--- src/rtl/pong_pkg.sv ---
// Shared geometry, timing constants and state encodings for the Pong game engine.
package pong_pkg;

   localparam logic [9:0] H_RES        = 10'd640;
   localparam logic [9:0] V_RES        = 10'd480;
   localparam logic [9:0] PADDLE_H     = 10'd64;
   localparam logic [9:0] PADDLE_W     = 10'd8;
   localparam logic [9:0] BALL_SZ      = 10'd8;
   localparam logic [9:0] PADDLE_XL    = 10'd16;
   localparam logic [9:0] PADDLE_XR    = 10'd616;
   localparam logic [9:0] PADDLE_STEP  = 10'd4;
   localparam logic [9:0] BALL_STEP    = 10'd2;
   localparam logic [3:0] SCORE_MAX    = 4'd9;
   localparam logic [5:0] POINT_FRAMES = 6'd60;

   // Derived limits and centre positions
   localparam logic [9:0] BALL_X_MAX   = H_RES - BALL_SZ;         // 632
   localparam logic [9:0] BALL_Y_MAX   = V_RES - BALL_SZ;         // 472
   localparam logic [9:0] PADDLE_Y_MAX = V_RES - PADDLE_H;        // 416
   localparam logic [9:0] BALL_X0      = BALL_X_MAX >> 1;         // 316
   localparam logic [9:0] BALL_Y0      = BALL_Y_MAX >> 1;         // 236
   localparam logic [9:0] PADDLE_Y0    = PADDLE_Y_MAX >> 1;       // 208
   localparam logic [9:0] HIT_XL       = PADDLE_XL + PADDLE_W;    // 24
   localparam logic [9:0] HIT_XR       = PADDLE_XR - BALL_SZ;     // 608

   typedef enum logic [1:0] {
      ST_SERVE = 2'd0,
      ST_PLAY  = 2'd1,
      ST_POINT = 2'd2,
      ST_OVER  = 2'd3
   } game_state_t;

   typedef enum logic [1:0] {
      STG_IDLE    = 2'd0,
      STG_PADDLE  = 2'd1,
      STG_BALL    = 2'd2,
      STG_RESOLVE = 2'd3
   } stage_t;

   // Ball and paddle share at least one row
   function automatic logic overlap(input logic [9:0] by, input logic [9:0] py);
      return ((by + BALL_SZ) > py) && (by < (py + PADDLE_H));
   endfunction

   // Score increment that holds at SCORE_MAX
   function automatic logic [3:0] sat_inc(input logic [3:0] s);
      return (s >= SCORE_MAX) ? s : s + 4'd1;
   endfunction

endpackage

--- src/rtl/pong_paddle.sv ---
// One paddle: vertical position register with clamped up/down stepping.
module pong_paddle
   import pong_pkg::*;
(
   input  logic       clk,
   input  logic       rst_n,
   input  logic       ena,
   input  logic       step_en,
   input  logic       load,
   input  logic       up,
   input  logic       dn,
   output logic [9:0] pos
);

   // Position update: recentre on load, otherwise one clamped step when exactly one button is held
   always_ff @(posedge clk or negedge rst_n) begin
      if (!rst_n) begin
         pos <= PADDLE_Y0;
      end else if (ena) begin
         if (load) begin
            pos <= PADDLE_Y0;
         end else if (step_en && (up != dn)) begin
            if (up)
               pos <= (pos < PADDLE_STEP) ? '0 : pos - PADDLE_STEP;
            else
               pos <= (pos > (PADDLE_Y_MAX - PADDLE_STEP)) ? PADDLE_Y_MAX : pos + PADDLE_STEP;
         end
      end
   end

endmodule

--- src/rtl/pong_game_state.sv ---
// Per-frame Pong engine: a three-stage update (paddles, ball, resolve) launched
// by frame_tick, plus the SERVE/PLAY/POINT/OVER game state machine.
module pong_game_state
   import pong_pkg::*;
(
   input  logic       clk,
   input  logic       rst_n,
   input  logic       ena,
   input  logic       frame_tick,
   input  logic       btn_l_up,
   input  logic       btn_l_dn,
   input  logic       btn_r_up,
   input  logic       btn_r_dn,
   input  logic       serve,
   output logic [9:0] ball_x,
   output logic [9:0] ball_y,
   output logic [9:0] paddle_l_y,
   output logic [9:0] paddle_r_y,
   output logic [3:0] score_l,
   output logic [3:0] score_r,
   output logic [1:0] game_state,
   output logic       update_done
);

   stage_t      stage, stage_nx;
   game_state_t state, state_nx;
   logic [9:0]  ball_x_nx, ball_y_nx;
   logic        vx, vy, vx_nx, vy_nx;          // 1 = moving toward larger coordinate
   logic [3:0]  score_l_nx, score_r_nx;
   logic [5:0]  pcnt, pcnt_nx;
   logic        serve_q, serve_q_nx;           // serve level captured with the tick
   logic        done_nx;
   logic        paddle_step, paddle_load;
   logic        hit_l, hit_r;

   assign game_state = state;

   pong_paddle u_paddle_l (
      .clk     (clk),
      .rst_n   (rst_n),
      .ena     (ena),
      .step_en (paddle_step),
      .load    (paddle_load),
      .up      (btn_l_up),
      .dn      (btn_l_dn),
      .pos     (paddle_l_y)
   );

   pong_paddle u_paddle_r (
      .clk     (clk),
      .rst_n   (rst_n),
      .ena     (ena),
      .step_en (paddle_step),
      .load    (paddle_load),
      .up      (btn_r_up),
      .dn      (btn_r_dn),
      .pos     (paddle_r_y)
   );

   // State register for pipeline stage, game FSM, ball and scores
   always_ff @(posedge clk or negedge rst_n) begin
      if (!rst_n) begin
         stage       <= STG_IDLE;
         state       <= ST_SERVE;
         ball_x      <= BALL_X0;
         ball_y      <= BALL_Y0;
         vx          <= 1'b1;
         vy          <= 1'b1;
         score_l     <= '0;
         score_r     <= '0;
         pcnt        <= '0;
         serve_q     <= 1'b0;
         update_done <= 1'b0;
      end else if (ena) begin
         stage       <= stage_nx;
         state       <= state_nx;
         ball_x      <= ball_x_nx;
         ball_y      <= ball_y_nx;
         vx          <= vx_nx;
         vy          <= vy_nx;
         score_l     <= score_l_nx;
         score_r     <= score_r_nx;
         pcnt        <= pcnt_nx;
         serve_q     <= serve_q_nx;
         update_done <= done_nx;
      end
   end

   // Next-state logic: one pipeline stage per cycle after an accepted tick
   always_comb begin
      stage_nx    = stage;
      state_nx    = state;
      ball_x_nx   = ball_x;
      ball_y_nx   = ball_y;
      vx_nx       = vx;
      vy_nx       = vy;
      score_l_nx  = score_l;
      score_r_nx  = score_r;
      pcnt_nx     = pcnt;
      serve_q_nx  = serve_q;
      done_nx     = 1'b0;
      paddle_step = 1'b0;
      paddle_load = 1'b0;
      hit_l       = !vx && (ball_x <= HIT_XL) && overlap(ball_y, paddle_l_y);
      hit_r       =  vx && (ball_x >= HIT_XR) && overlap(ball_y, paddle_r_y);

      case (stage)
         STG_IDLE: begin
            if (frame_tick) begin
               stage_nx   = STG_PADDLE;
               serve_q_nx = serve;
            end
         end

         STG_PADDLE: begin
            paddle_step = (state != ST_OVER);
            stage_nx    = STG_BALL;
         end

         STG_BALL: begin
            if (state == ST_PLAY) begin
               if (vx)
                  ball_x_nx = (ball_x >= (BALL_X_MAX - BALL_STEP)) ? BALL_X_MAX : ball_x + BALL_STEP;
               else
                  ball_x_nx = (ball_x < BALL_STEP) ? '0 : ball_x - BALL_STEP;
               if (vy)
                  ball_y_nx = (ball_y >= (BALL_Y_MAX - BALL_STEP)) ? BALL_Y_MAX : ball_y + BALL_STEP;
               else
                  ball_y_nx = (ball_y < BALL_STEP) ? '0 : ball_y - BALL_STEP;
            end
            stage_nx = STG_RESOLVE;
         end

         STG_RESOLVE: begin
            stage_nx = STG_IDLE;
            done_nx  = 1'b1;
            case (state)
               ST_SERVE: begin
                  if (serve_q)
                     state_nx = ST_PLAY;
               end

               ST_PLAY: begin
                  // Vertical walls, resolved independently of the horizontal axis
                  if (!vy && (ball_y == '0)) begin
                     vy_nx = 1'b1;
                  end else if (ball_y >= BALL_Y_MAX) begin
                     ball_y_nx = BALL_Y_MAX;
                     vy_nx     = 1'b0;
                  end
                  // Paddle returns take priority over goal-line misses
                  if (hit_l) begin
                     ball_x_nx = HIT_XL;
                     vx_nx     = 1'b1;
                  end else if (hit_r) begin
                     ball_x_nx = HIT_XR;
                     vx_nx     = 1'b0;
                  end else if (ball_x == '0) begin
                     score_r_nx = sat_inc(score_r);
                     state_nx   = (sat_inc(score_r) == SCORE_MAX) ? ST_OVER : ST_POINT;
                     pcnt_nx    = '0;
                  end else if (ball_x >= BALL_X_MAX) begin
                     score_l_nx = sat_inc(score_l);
                     state_nx   = (sat_inc(score_l) == SCORE_MAX) ? ST_OVER : ST_POINT;
                     pcnt_nx    = '0;
                  end
               end

               ST_POINT: begin
                  if (pcnt == (POINT_FRAMES - 6'd1)) begin
                     pcnt_nx   = '0;
                     // The ball rests on the conceding player's goal line
                     vx_nx     = (ball_x >= BALL_X_MAX);
                     ball_x_nx = BALL_X0;
                     ball_y_nx = BALL_Y0;
                     state_nx  = ST_SERVE;
                  end else begin
                     pcnt_nx = pcnt + 6'd1;
                  end
               end

               ST_OVER: begin
                  if (serve_q) begin
                     score_l_nx  = '0;
                     score_r_nx  = '0;
                     ball_x_nx   = BALL_X0;
                     ball_y_nx   = BALL_Y0;
                     vx_nx       = 1'b1;
                     vy_nx       = 1'b1;
                     paddle_load = 1'b1;
                     state_nx    = ST_SERVE;
                  end
               end

               default: state_nx = ST_SERVE;
            endcase
         end

         default: stage_nx = STG_IDLE;
      endcase
   end

endmodule

--- config.mk ---
export PLATFORM = sky130hd
export DESIGN_NAME = pong_game_state
export DESIGN_NICKNAME = d
export VERILOG_FILES = /design/src/rtl/pong_pkg.sv /design/src/rtl/pong_paddle.sv /design/src/rtl/pong_game_state.sv
export SDC_FILE = /design/constraint.sdc
export NUM_CORES = 1
export LEC_CHECK = 0
export BUFFER_PORTS_ARGS = -buffer_cell sky130_fd_sc_hd__buf_4
export CORE_MARGIN = 2
export CORE_UTILIZATION = 40
export CTS_CLUSTER_DIAMETER = 120
export DETAILED_ROUTE_END_ITERATION = 16
export GPL_ROUTABILITY_DRIVEN = 0
export PLACE_DENSITY = 0.54
export SLEW_MARGIN = 5
export SYNTH_ARGS = -nofsm -noshare
export SYNTH_HDL_FRONTEND = slang
export SYNTH_SLANG_ARGS = --single-unit
--- constraint.sdc ---
create_clock -name clk -period 3.94 [get_ports clk]
set_input_delay 0.788 -clock clk [delete_from_list [all_inputs] [get_ports clk]]
set_output_delay 0.788 -clock clk [all_outputs]
set_load 0.05 [all_outputs]
After elaboration in Yosys (flattened, before gate mapping)
Cells that the tools add are included.
{"block": "classes", "n_mux": 73, "n_lt_le_gt_ge": 18, "reduce_logical": 33, "addsub": 14, "n_eq_ne": 31}
{"cell": "10-bit two-way mux", "count": 26}
{"cell": "10-bit case mux with 3 select lines", "count": 2}
{"cell": "4-bit two-way mux", "count": 10}
{"cell": "10-bit case mux with 2 select lines", "count": 2}
{"cell": "10-bit >= comparator, second input constant", "count": 3}
{"cell": "6-bit two-way mux", "count": 5}
{"cell": "8-bit AND reduction", "count": 3}
{"cell": "10-bit by 2-bit adder with 10-bit output, second input constant", "count": 2}
{"cell": "10-bit by 3-bit adder with 10-bit output, second input constant", "count": 2}
{"cell": "10-bit by 7-bit adder with 10-bit output, second input constant", "count": 2}
{"cell": "10-bit by 9-bit >= comparator with 1-bit output, second input constant", "count": 2}
{"cell": "10-bit greater-than comparator", "count": 2}
{"cell": "10-bit by 9-bit greater-than comparator with 1-bit output, second input constant", "count": 2}
{"cell": "10-bit logical NOT", "count": 2}
{"cell": "10-bit less-than comparator", "count": 2}
{"cell": "10-bit by 2-bit less-than comparator with 1-bit output, second input constant", "count": 2}
{"cell": "10-bit by 3-bit less-than comparator with 1-bit output, second input constant", "count": 2}
{"cell": "10-bit by 2-bit subtractor with 10-bit output, second input constant", "count": 2}
{"cell": "10-bit by 3-bit subtractor with 10-bit output, second input constant", "count": 2}
{"cell": "2-bit != test, second input constant", "count": 9}
{"cell": "2-bit two-way mux", "count": 8}
{"cell": "2-bit case mux with 4 select lines", "count": 2}
{"cell": "4-bit case mux with 2 select lines", "count": 2}
{"cell": "3-bit != test, second input constant", "count": 5}
{"cell": "28 further kinds", "count": 68}
{"block": "totals", "regBits": 62}

Depth between registers and ports, before layout
{"block": "logic_depth", "depth_word": 9, "depth_mapped": 13, "mapped_depth_nobuf": 12}

Cells and area by module
Synthesis repeated with hierarchy kept, for this count alone.
{"block": "hier_totals", "hier_cells": 720, "area_unflattened_um2": 5746.8}
{"module": "pong_game_state", "cells_each": 532, "instances": 1, "seq_area_each_um2": 1016.0, "area_per_inst_um2": 4224.1}
{"module": "pong_paddle at u_paddle_r", "cells_each": 96, "instances": 1, "seq_area_each_um2": 203.9, "area_per_inst_um2": 768.2}
{"module": "pong_paddle at u_paddle_l", "cells_each": 92, "instances": 1, "seq_area_each_um2": 203.9, "area_per_inst_um2": 754.5}

Least setup slack after synthesis
No wires, ideal clock.
{"block": "synth_timing", "path_kind": "reg-to-reg", "start": "register ball_y[6]", "end": "register ball_x[6]", "path_slack_ns": 0.481, "path_stages_with_launch": 14, "arrival_time_ns": 3.335, "required_ns": 3.815, "path_buffers": 2, "cell_sequence": "dfstp_2 > clkbuf_1 > nand3_1 > nor2_1 > xor2_1 > ha_1 > and4_1 > o311ai_0 > o211ai_1 > nand4_1 > and3_1 > buf_6 > a21oi_4 > mux2_2"}
{"block": "synth_between", "elab_chain_cells": 7, "word_cells_on_any_way": 14, "cone_classes": "add/sub (1); order compare (4); eq/ne (1); mux (3); reduce/logical (5)"}
{"item": "start: declaration", "line_no": "pong_game_state.sv:16", "rtl": "output logic [9:0] ball_y,"}
{"item": "start signal: assignment", "line_no": "pong_game_state.sv:78", "rtl": "ball_y <= ball_y_nx;"}
{"item": "10-bit by 4-bit adder with 10-bit output", "line_no": "pong_pkg.sv:42", "rtl": "return ((by + BALL_SZ) > py) && (by < (py + PADDLE_H));"}
{"item": "10-bit greater-than comparator", "line_no": "pong_pkg.sv:42"}
{"item": "1-bit logical AND", "line_no": "pong_pkg.sv:42"}
{"item": "1-bit logical AND", "line_no": "pong_game_state.sv:104", "rtl": "hit_l = !vx && (ball_x <= HIT_XL) && overlap(ball_y, paddle_l_y);"}
{"item": "10-bit two-way mux", "line_no": "pong_game_state.sv:152", "rtl": "if (hit_l) begin"}
{"item": "10-bit case mux with 3 select lines", "line_no": "pong_game_state.sv:137", "rtl": "case (state)"}
{"item": "10-bit case mux with 2 select lines", "line_no": "pong_game_state.sv:107", "rtl": "case (stage)"}
{"item": "end signal: assignment", "line_no": "pong_game_state.sv:77", "rtl": "ball_x <= ball_x_nx;"}
{"item": "end: declaration", "line_no": "pong_game_state.sv:15", "rtl": "output logic [9:0] ball_x,"}
Parallel ways exist; a longest one is shown, timed or not.
A chain may end at the register's enable or synchronous reset.

Final worst setup path
{"block": "layout_timing", "start": "register ball_y[3]", "end": "register ball_x[9]"}
The elaborated chain is that of the path after synthesis.

==> results.yml <==
run_status:
  outcome: "finished, final reports clean"
synth:
  synthFlopType: "dfrtp_1"
  synth.ff_latch_count: 56
  yosys-top-cells-area: "dfrtp_1 (17%), ha_1 (15%), dfstp_2 (8.5%)"
  avgSynthCellArea_um2: 8.12
  yosys.cell_types.count: 64
  synthArstFlopShare_pct: 100
  synth.cell_area_um2: 5560
  synth-seq-area-share_pct: 25.6
  synth_top_area_share_pct: 17.1
  ys_warn_count: 0
  synth-edff-count: 0
  synth_top_cell_by_area: "dfrtp_1"
  synthCells: 685
clock_network:
  cts.sinks: 56
  cts_buffers: 5
  cts_tree: "done"
  clock_latency_ps: 310
  postCtsSetupBuffers: 0
  holdBufCountCts: 0
  post_cts_resized: 0
  root_buffer: "clkbuf_16"
  cts_buffer_depth: 2
  htree_levels: 2
  clkSlewWorstSetupHoldPaths_ps: 80
drt:
  drtAntennaViolNets: 0
  via_per_inst: 5.86
  routed_wirelength_mm: 15.8
  num_vias: 5258
  drc: 0
  wl_per_cell_um: 17.6
  firstDrtPassIters: 4
  drt_iter0_markers: 336
cells_and_area:
  area_growth_syn_to_layout_pct: 11.6
  design_area_um2: 6210
  diodes: 0
  drive_gt1_share_pct: 14.9
  layout_commonest_cell: "ha_1"
  layout_common_cells: "ha_1 (65), buf_4 (61), o21ai_0 (55)"
  layout.nets: 791
timing:
  final_max_slew_viol_count: 0
  worstMarginPinSlew_ps: 785
  fin_crit_sh_pct: 89.3
  finalClockSkew_ps: 6.65
  fin_crit_ps: 3520
  fin_tns_setup_ps: 0
  rsz0062_at_grt: "no"
  relSlewSlack_pct: 47.6
  hold_viol: 0
  setup_viol: 0
  hold_ws_ps: 492
  clock.fmax_mhz: 284
hold_path:
  hold_path.startpoint: "pcnt[5]$_DFFE_PN0P_"
  hold_end: "pcnt[5]$_DFFE_PN0P_"
  hp-class: "flip-flop to flip-flop"
  hold_depth: 1
grt:
  grt_max_degree: 57
  grt_overflow: 0
  grt_util_all_layers_pct: 22.1
  grt_pass1_wl_mm: 26.0
  antenna_found_initial: 0
  grt_pass1_vias: 5096
die:
  die_area_um2: 14900
  die_x_um: 122
  io_pins: 60
  die_h_um: 122
  rows: 43
  core_um2: 13700
  start_util_pct: 40.5
setup_path:
  worstPathRequired_ps: 4150
  start_kind: "flip-flop"
  cp_data_arrival_time_ps: 3730
  critPathCaptureType: "flip-flop"
  critPathKind: "flip-flop to flip-flop"
  path_max_fanout: 13
  r2r_end: "ball_x[9]$_DFFE_PN0P_"
  r2r_slack_ps: 420
  cp-startpoint: "ball_y[3]$_DFFE_PN1P_"
  rr_startpoint: "ball_y[3]$_DFFE_PN1P_"
  reg2reg_depth: 10
power:
  cellLeakagePower_nw: 2.81
  p_per_area_nw_per_um2: 478
  ir_drop_mv: 0.338
placed_design:
  placed_cell_area_um2: 6060
  io_buffers: 53
  post-dp-hpwl_mm: 11.8
run:
  drv_cap: 0
==> through the flow <==
| stage | cells | utilization, % | power [mW] | worst slack [ps] |
|---|---|---|---|---|
| 2_1_floorplan | 690 | - | 2.03 | 481 |
| 3_3_place_gp | 890 | 44.1 | 2.45 | 567 |
| 3_5_place_dp | 890 | 44.1 | 2.47 | 432 |
| 4_1_cts | 898 | 45.3 | 2.98 | 413 |
| 5_1_grt | 898 | 45.3 | 3.20 | 190 |
| 6_report | 898 | 45.3 | 2.97 | 420 |
==> area by class of cell <==
type / instances / area (µm²)
fillers: 1391 / 7510
multi-input cells: 549 / 3780
flip-flops and latches: 56 / 1420
repair buffers: 61 / 458
well taps: 180 / 225
inverters: 44 / 165
clock buffers: 6 / 139
clock inverters: 2 / 13.8
==> metal layers <==
layer	routed length, µm	GRT usage (%)	vias to the layer above
met1	7450	29.9	2562
li1	-	-	2548
met3	476	2.53	22
met2	7570	36.2	126
met4	321	8.41	0
met5	0	0	-
==> Yosys cell counts, types with 4 or more instances <==
master / count
a21o_1: 10
a31oi_1: 15
a31o_2: 4
or3_1: 13
nand2_1: 45
and3_1: 12
inv_1: 44
o22ai_1: 5
ha_1: 65
nor2b_1: 8
and4_1: 4
xnor2_1: 26
a221o_1: 4
a221oi_1: 5
o21ai_0: 55
mux2_2: 9
nor2_1: 49
buf_2: 4
xor2_1: 9
nand3b_1: 5
clkbuf_1: 27
o21a_1: 4
a21oi_1: 43
dfstp_2: 18
nand4_1: 9
o41ai_1: 4
buf_4: 7
nand3_1: 32
nor3_1: 25
mux2i_1: 7
nand2b_1: 7
a211oi_1: 7
o211ai_1: 4
o31ai_1: 10
dfrtp_1: 38
==> power by group <==
| part | total [mW] | internal [mW] | switching [mW] |
|---|---|---|---|
| Clock | 0.498 | 0.256 | 0.242 |
| Sequential | 0.917 | 0.706 | 0.211 |
| Combinational | 1.55 | 0.564 | 0.989 |
==> worst max-delay path by stage <==
stage,endpoint,slack [ps],cells past startpoint
2_1_floorplan,ball_x[6]$_DFFE_PN0P_,480,13
3_3_place_gp,ball_x[6]$_DFFE_PN0P_,570,11
3_5_place_dp,ball_x[9]$_DFFE_PN0P_,430,10
4_1_cts,ball_x[9]$_DFFE_PN0P_,410,10
5_1_grt,ball_x[9]$_DFFE_PN0P_,190,11
6_report,ball_x[9]$_DFFE_PN0P_,420,10
==> critical path, cell delays in order (launching register included) <==
cell	delay (ps)
dfstp_2	680
inv_1	140
ha_1	350
ha_1	320
o2111ai_1	110
and3_1	160
o31ai_1	300
nand3_1	280
and3_1	340
a21oi_4	340
mux2_2	380
==> kinds of logic after synthesis <==
logic type / Yosys count / synth area share (%)
multiplexers: 16 / 3.08
flip-flops: 56 / 25.6
AND/OR/NAND/NOR: 225 / 20.8
adder cells (fa/ha/maj): 65 / 14.6
other: 1 / 0.0674
XOR/XNOR: 35 / 5.51
AO/OA/AOI/OAI: 202 / 23.6
buffers and inverters: 85 / 6.70
==> state kept, by name (all words and copies together) (netlist names), 2 cells and up <==
name,cells
game_state,2
score_r,4
u_paddle_l.pos,8
score_l,4
pcnt,6
u_paddle_r.pos,8
ball_y,9
stage,2
ball_x,9
(Power assumes the default switching activity.)
